==> src/rtl/disp_write_sched.sv <==
`default_nettype none
// +--------------------------------------------------------------------------+
// | disp_write_sched: round-robin write scheduler for the 8-digit display.    |
// | Optional burst writes via SCHED_BURST_EN.  Rev 1.0                        |
// +--------------------------------------------------------------------------+
module disp_write_sched #(
  parameter int NUM_REQ     = 4,
  parameter int HOLD_CYCLES = 2
) (
  input  logic                    clk,
  input  logic                    reset,
  input  logic [NUM_REQ-1:0]      req,
  input  logic [NUM_REQ-1:0]      req_burst,
  input  logic [3*NUM_REQ-1:0]    req_sel,
  input  logic [32*NUM_REQ-1:0]   req_data,
  output logic [NUM_REQ-1:0]      ack,
  output logic                    done,
  output logic                    busy,
  output logic [2:0]              grant_id,
  output logic                    write,
  output logic [2:0]              sel,
  output logic [3:0]              num
);

  localparam int             HW        = (HOLD_CYCLES > 1) ? $clog2(HOLD_CYCLES) : 1;
  localparam logic [HW-1:0]  HOLD_LAST = HW'(HOLD_CYCLES - 1);
  localparam logic [3:0]     NR        = 4'(NUM_REQ);

  localparam logic [1:0] IDLE = 2'd0;
  localparam logic [1:0] WR   = 2'd1;
`ifdef SCHED_BURST_EN
  localparam logic [1:0] GAP  = 2'd2;
`endif
  localparam logic [1:0] DONE = 2'd3;

  logic [1:0]    state;
  logic [2:0]    rr_ptr;
  logic [HW-1:0] hold_cnt;

  logic [7:0]    req_pad;
  logic          arb_valid;
  logic [2:0]    arb_idx;
  logic [3:0]    cand;
  logic [2:0]    rr_next;
  logic [2:0]    pick_sel;

`ifdef SCHED_BURST_EN
  logic          pick_burst;
  logic [31:0]   pick_data;
  logic          lat_burst;
  logic [31:0]   lat_data;
  logic [2:0]    digit;
  logic [2:0]    digit_nx;
  assign digit_nx = digit + 3'd1;
`else
  logic [3:0]    pick_nib;
  logic          unused_bits;
  assign unused_bits = ^{req_burst, req_data};
`endif

  assign req_pad = 8'(req);
  assign busy    = (state != IDLE);
  assign rr_next = (arb_idx == 3'(NUM_REQ - 1)) ? 3'd0 : arb_idx + 3'd1;

  // First asserted request at or after rr_ptr, wrapping modulo NUM_REQ.
  always_comb begin
    arb_valid = 1'b0;
    arb_idx   = 3'd0;
    cand      = 4'd0;
    for (int k = 0; k < NUM_REQ; k++) begin
      cand = {1'b0, rr_ptr} + 4'(k);
      if (cand >= NR) cand = cand - NR;
      if (!arb_valid && req_pad[cand[2:0]]) begin
        arb_valid = 1'b1;
        arb_idx   = cand[2:0];
      end
    end
  end

  always_comb begin
    pick_sel = 3'd0;
`ifdef SCHED_BURST_EN
    pick_burst = 1'b0;
    pick_data  = 32'd0;
`else
    pick_nib   = 4'd0;
`endif
    for (int i = 0; i < NUM_REQ; i++) begin
      if (arb_idx == 3'(i)) begin
        pick_sel = req_sel[3*i +: 3];
`ifdef SCHED_BURST_EN
        pick_burst = req_burst[i];
        pick_data  = req_data[32*i +: 32];
`else
        pick_nib   = req_data[32*i +: 4];
`endif
      end
    end
  end

  always_comb begin
    for (int i = 0; i < NUM_REQ; i++) begin
      ack[i] = (state == IDLE) && arb_valid && (arb_idx == 3'(i));
    end
  end

  always_ff @(posedge clk) begin
    if (reset) begin
      state    <= IDLE;
      rr_ptr   <= 3'd0;
      grant_id <= 3'd0;
      hold_cnt <= '0;
      write    <= 1'b0;
      sel      <= 3'd0;
      num      <= 4'd0;
      done     <= 1'b0;
`ifdef SCHED_BURST_EN
      lat_burst <= 1'b0;
      lat_data  <= 32'd0;
      digit     <= 3'd0;
`endif
    end else begin
      case (state)
        IDLE: begin
          if (arb_valid) begin
            grant_id <= arb_idx;
            rr_ptr   <= rr_next;
            hold_cnt <= '0;
            write    <= 1'b1;
`ifdef SCHED_BURST_EN
            // Burst digit 0 and a single write both take the low nibble.
            lat_burst <= pick_burst;
            lat_data  <= pick_data;
            digit     <= pick_burst ? 3'd0 : pick_sel;
            sel       <= pick_burst ? 3'd0 : pick_sel;
            num       <= pick_data[3:0];
`else
            sel       <= pick_sel;
            num       <= pick_nib;
`endif
            state    <= WR;
          end
        end
        WR: begin
          if (hold_cnt == HOLD_LAST) begin
            hold_cnt <= '0;
            write    <= 1'b0;
`ifdef SCHED_BURST_EN
            if (lat_burst && (digit != 3'd7)) begin
              state <= GAP;
            end else begin
              state <= DONE;
              done  <= 1'b1;
            end
`else
            state <= DONE;
            done  <= 1'b1;
`endif
          end else begin
            hold_cnt <= hold_cnt + HW'(1);
          end
        end
`ifdef SCHED_BURST_EN
        GAP: begin
          digit <= digit_nx;
          sel   <= digit_nx;
          num   <= lat_data[{digit_nx, 2'b00} +: 4];
          write <= 1'b1;
          state <= WR;
        end
`endif
        DONE: begin
          done  <= 1'b0;
          state <= IDLE;
        end
        default: state <= IDLE;
      endcase
    end
  end

endmodule
`default_nettype wire

==> config.mk <==
export PLATFORM = sky130hd
export DESIGN_NAME = disp_write_sched
export DESIGN_NICKNAME = d
export VERILOG_FILES = /design/src/rtl/disp_write_sched.sv
export SDC_FILE = /design/constraint.sdc
export NUM_CORES = 1
export LEC_CHECK = 0
export CAP_MARGIN = 30
export CORE_MARGIN = 1.5
export CORE_UTILIZATION = 26
export DETAILED_ROUTE_END_ITERATION = 6
export PLACE_DENSITY = 0.81
export SLEW_MARGIN = 20
export SYNTH_ARGS = -nofsm -noshare
export SYNTH_HDL_FRONTEND = slang
export SYNTH_SLANG_ARGS = --single-unit
==> constraint.sdc <==
create_clock -name clk -period 4 [get_ports clk]
set_input_delay 0.8 -clock clk [delete_from_list [all_inputs] [get_ports clk]]
set_output_delay 0.8 -clock clk [all_outputs]
set_load 0.005 [all_outputs]
# Yosys cells after proc, flatten, opt, wreduce, memory -nomap -nowiden
# Cells that the tools add are included.
# word_totals
reg_bits	18
out_inout_bits	17
# classes
n_addsub	9
magnitude_cmp	8
n_eq_ne	7
mux	40
n_reduce_logical	21
# ops
op	n
two-way mux 3 bit	13
< comparator 3 x 4 -> 1 bit (second input constant)	4
two-way mux 4 bit	4
two-way mux 1 bit	13
binary-select mux 1 bit (select 3 bit)	4
>= comparator 4 x 3 -> 1 bit (second input constant)	3
subtractor 3 bit (second input constant)	4
adder 3 x 2 -> 4 bit (second input constant)	2
logical AND 1 bit	8
AND reduction 2 bit	4
== test 3 x 2 -> 1 bit (second input constant)	2
one-hot mux 1 bit (2 select lines)	3
nonzero test 2 bit	3
adder 3 x 1 -> 4 bit (second input constant)	1
two-way mux 2 bit	2
!= test 2 bit (second input constant)	2
one-hot mux 2 bit (2 select lines)	1
adder 3 x 1 -> 3 bit (second input constant)	1
== test 3 x 1 -> 1 bit (second input constant)	1
>= comparator 3 bit (second input constant)	1
logical NOT 1 bit	3
logical NOT 3 bit	1
AND reduction 3 bit	1
== test 2 x 1 -> 1 bit (second input constant)	1
other kinds (3)	3

# Depth between registers and ports, before layout
# Gate-level depths: netlist of run 1.
# depth
ltp_word	19
ltp_mapped	17

# Least setup slack after synthesis of run 1
# Ideal clock, no wire load.
# synth_path
path_kind	flip-flop to output port
start	register rr_ptr[0]
end	output port ack[3]
arrival_ps	2951
t_required_ps	3200
setup_slack_ps	249
path_stages_with_launch	15
n_path_buf	5
cell_sequence	dfxtp_1 buf_6 buf_2 inv_1 ha_1 buf_2 mux2_2 nand3_1 nand3_2 nor2_2 mux2i_1 ha_1 clkbuf_1 clkbuf_1 and2_1
# synth_between
elab_chain_cells	16
elab_cells_between_ends	40
cone_classes	add/sub (7); order compare (4); eq/ne (1); mux (20); reduce/logical (8)
# synth_lines
element	line_no	source
from (decl)	37	logic [2:0] rr_ptr;
from (signal assigned)	127	rr_ptr <= rr_next;
branches (longest 13 deep; another with adder 3 x 1 -> 4 bit)	-	
two-way mux 3 bit (*)	73	if (!arb_valid && req_pad[cand[2:0]]) begin
net arb_idx[1]	42	logic [2:0] arb_idx;
== test 3 x 2 -> 1 bit (*)	103	ack[i] = (state == IDLE) && arb_valid && (arb_idx == 3'(i));
logical AND 1 bit (*)	103	
to (decl)	16	output logic [NUM_REQ-1:0] ack,
# Mark *: on every way through the listed nets, which the timed path passes. The select of a mux whose other input is x is not followed.

# Final worst setup path of run 1
# layout_path
start	input port req[3]
end	output port ack[1]
# layout_between
elab_chain_cells	14
elab_cells_between_ends	25
cone_classes	eq/ne (1); mux (16); reduce/logical (8)
# layout_lines
element	line_no	source
from (decl)	12	input logic [NUM_REQ-1:0] req,
binary-select mux 1 bit (select 3 bit)	73	
two-way mux 1 bit (implied by the code)	73	
two-way mux 1 bit	73	
logical NOT 1 bit	73	
logical AND 1 bit	73	
two-way mux 1 bit	73	
logical NOT 1 bit	73	
logical AND 1 bit	73	
two-way mux 1 bit	73	
logical NOT 1 bit	73	
logical AND 1 bit	73	
two-way mux 3 bit / two-way mux 1 bit (equally long branches)	73	
== test 3 x 1 -> 1 bit / logical AND 1 bit (equally long branches)	103	
logical AND 1 bit (*)	103	
# Every way passes the cells marked *; elsewhere a longest branch is shown, timed or not. The select of a mux whose other input is x is not followed.

==> impl_metrics.json, run 1 <==
{
  "start_util_pct": 27.7,
  "fmax_mhz": 256,
  "vdd_drop_max_mv": 0.369,
  "die_w_um": 74.6,
  "synth.avg_cell_area_um2": 8.82,
  "syn-cell-area_um2": 1330,
  "cts_buffers": 3,
  "cts-root-buf": "clkbuf_8",
  "place_congestion": 0.803,
  "place_ws_ps": -251,
  "clock_latency_ps": 250,
  "max_slew_margin_pct": 47.3,
  "critPathMaxStageDelay_ps": 510,
  "startpoint": "req[3]",
  "synth_seq_cells": 18,
  "routedWlPerCell_um": 13.5,
  "drt_iter0_drc": 45,
  "required_ps": 3200,
  "synthDistinctLibCells": 38,
  "die-height_um": 74.6,
  "fp.dieArea_um2": 5560,
  "timing.final.crit_share_pct": 97.5,
  "reg2reg_slack_ps": 660,
  "r2r_end": "num[3]$_SDFFE_PP0P_",
  "num_vias": 1409,
  "r2r-start": "rr_ptr[0]$_SDFFE_PP0P_",
  "drc": 0,
  "wirelength_um": 3880,
  "grt_pass1_wl_um": 5970,
  "fin_area_um2": 2120,
  "layout-drive-gt1-share_pct": 25.9,
  "num_io_pins": 167,
  "holdBufCountCts": 0,
  "cpMostUsedCell": "dlygate4sd2_1",
  "synthCells": 151,
  "critPathArrivalTime_ps": 3100,
  "cts_tree": "done",
  "path_max_fanout": 2,
  "overflow": 0,
  "hold_path.class": "flip-flop to flip-flop",
  "via_per_inst": 4.91,
  "detail-route-antenna-nets": 0,
  "drv_cap": 0,
  "whs_ps": 491,
  "worstSetupEndpointType": "output port",
  "crit_slowest_cell": "mux4_2",
  "setup_violations": 0,
  "grt_pass1_vias": 1310,
  "fin_ws_ps": 99.4,
  "cp-start-kind": "input port",
  "antenna_found_initial": 0,
  "power_density_nw_per_um2": 781,
  "fin_util_pct": 44.0,
  "cts_buffer_depth": 2,
  "dpl-instance-area_um2": 2030,
  "finalMaxSlewViolations": 0,
  "syn_nets": 307,
  "ff2ff_path_depth": 16,
  "cts_sinks": 18,
  "cts_htree_levels": 1,
  "outcome": "completed",
  "hpwl_um": 2940,
  "period_minus_slack_ps": 3900,
  "tns_ps": 0,
  "synth_warnings": 0,
  "grt_usage_pct": 13.8,
  "first_pass_iters": 4,
  "crit_chain": "dlygate4sd2_1 > mux4_2 > a221oi_4 > nand3_2 > nor2_4 > buf_4 > mux2_4 > ha_1 > and2_1 > dlygate4sd2_1",
  "area_delta_synth_final_pct": 59.2,
  "path_clk_slew_ps": 70,
  "finalHoldViolCount": 0,
  "clock_skew_ps": 2.62,
  "layout.nets": 377,
  "crit_type": "input port to output port",
  "core_area_um2": 4820,
  "total_leakage_power_nw": 0.841,
  "diodes": 0,
  "ys_seq_area_share_pct": 27.0,
  "max_slew.worst_pin.slew_ps": 787,
  "grt_max_degree": 17,
  "num_rows": 25,
  "port_buffers": 50,
  "crit_end": "ack[1]"
}
-- placed cells by master (no fill, tap or decap), types with 6 or more instances in the layout --
cell type / count
clkdlybuf4s50_1: 42
buf_4: 27
dfxtp_1: 17
nor2_1: 14
a21oi_1: 13
nor3_1: 11
nor2b_1: 9
inv_1: 7
a221oi_1: 7
a211oi_2: 7
dlygate4sd2_1: 6
-- kinds of logic (layout without fill, tap and decap cells) --
group           Yosys count  in the layout  synth area share (%)
simple gates             55             55                  22.0
fa+ha+maj                 6              6                  5.63
buf+inv                  19             88                  7.23
compound gates           43             43                  28.3
flops                    18             18                  27.0
mux                      10             10                  9.86
-- layout make-up --
type,count,area [um^2]
fill,473,2700
multi-input combinational,114,896
timing repair buffer,77,698
sequential,18,362
tap,67,83.8
clock buffer,4,55.1
inverter,7,26.3
-- report_power, final --
group	internal [W]	total, W	switching (W)
registers	0.000240	0.000282	0.0000421
logic	0.000641	0.00122	0.000582
clock network	0.0000874	0.000150	0.0000628
total	0.000969	0.00166	0.000687
-- cells in the mapped netlist (all sizes together) --
cell type	count	area (um^2)
buf	5	43.8
nor2b	9	56.3
mux2i	3	30.0
nand2b	1	6.26
a311oi	1	8.76
o32ai	1	16.3
inv	7	26.3
nand3	5	30.0
clkbuf	7	26.3
mux4	2	45.0
a41oi	1	27.5
nor4b	1	8.76
nor2	15	58.8
nand3b	1	7.51
or2	1	6.26
a221oi	8	87.6
nand2	3	11.3
a211oi	8	95.1
o21ai	4	20.0
a22oi	1	7.51
ha	6	75.1
dfxtp	18	360
o21a	2	15.0
a32o	1	10.0
and2	4	25.0
nor3	11	55.1
or3b	1	8.76
a31o	1	8.76
mux2	5	56.3
o31ai	2	15.0
a21oi	13	65.1
and3	3	18.8
-- layer usage --
layer / up-vias / part of all wire (%) / track usage, %
li1: 693 / - / -
met1: 659 / 42 / 16.3
met2: 45 / 51 / 24.4
met3: 12 / 5.4 / 3.79
met4: 0 / 2.0 / 3.84
met5: - / 0 / 0
-- repair_timing --
item                                    4_1_cts  5_1_grt
resized for setup                            12        4
buffers inserted                              1        2
endpoints found under the setup margin        4        1
pin swaps                                     2        3
-- sequential cells by signal, summed over array words and instances (netlist names) --
signal,cells
rr_ptr,3
done,1
state,2
write,1
grant_id,3
sel,3
hold_cnt,1
num,4
-- through the flow --
stage / instances / total power, W
global placement: 280 / 0.00145
global route: 287 / 0.00180
floorplan: 151 / 0.00103
detailed placement: 280 / 0.00148
finish: 287 / 0.00166
CTS: 285 / 0.00166
-- how the worst min path moves through the flow --
stage,startpoint,end,depth (start not counted)
6_report,grant_id[2]$_SDFFE_PP0P_,grant_id[2]$_SDFFE_PP0P_,1
4_1_cts,grant_id[2]$_SDFFE_PP0P_,grant_id[2]$_SDFFE_PP0P_,1
5_1_grt,grant_id[2]$_SDFFE_PP0P_,grant_id[2]$_SDFFE_PP0P_,1
3_5_place_dp,grant_id[2]$_SDFFE_PP0P_,grant_id[2]$_SDFFE_PP0P_,1
2_1_floorplan,hold_cnt$_SDFFE_PP0P_,state[1]$_SDFFE_PP0P_,2
3_3_place_gp,write$_SDFFE_PP0P_,write$_SDFFE_PP0P_,2
-- worst max-delay path: cells and delay by family --
family	cells	cell delay (ps)
simple gates	3	420
compound gates	1	220
buf+inv	3	650
mux	2	810
fa+ha+maj	1	190
No activity file was read; power rests on OpenSTA's default activity.
==> inputs of run 2 (changes only) <==
Settings changed: CTS_CLUSTER_DIAMETER from default to 40.
==> results of run 2 <==
No change in the layout: final DEF, timing and power equal those of run 1.
==> inputs of run 3 (changes only) <==
Settings changed: CTS_CLUSTER_SIZE from default to 28, SLEW_MARGIN 20 to default.
==> results of run 3 <==
No change in the layout: final DEF, timing and power equal those of run 1.
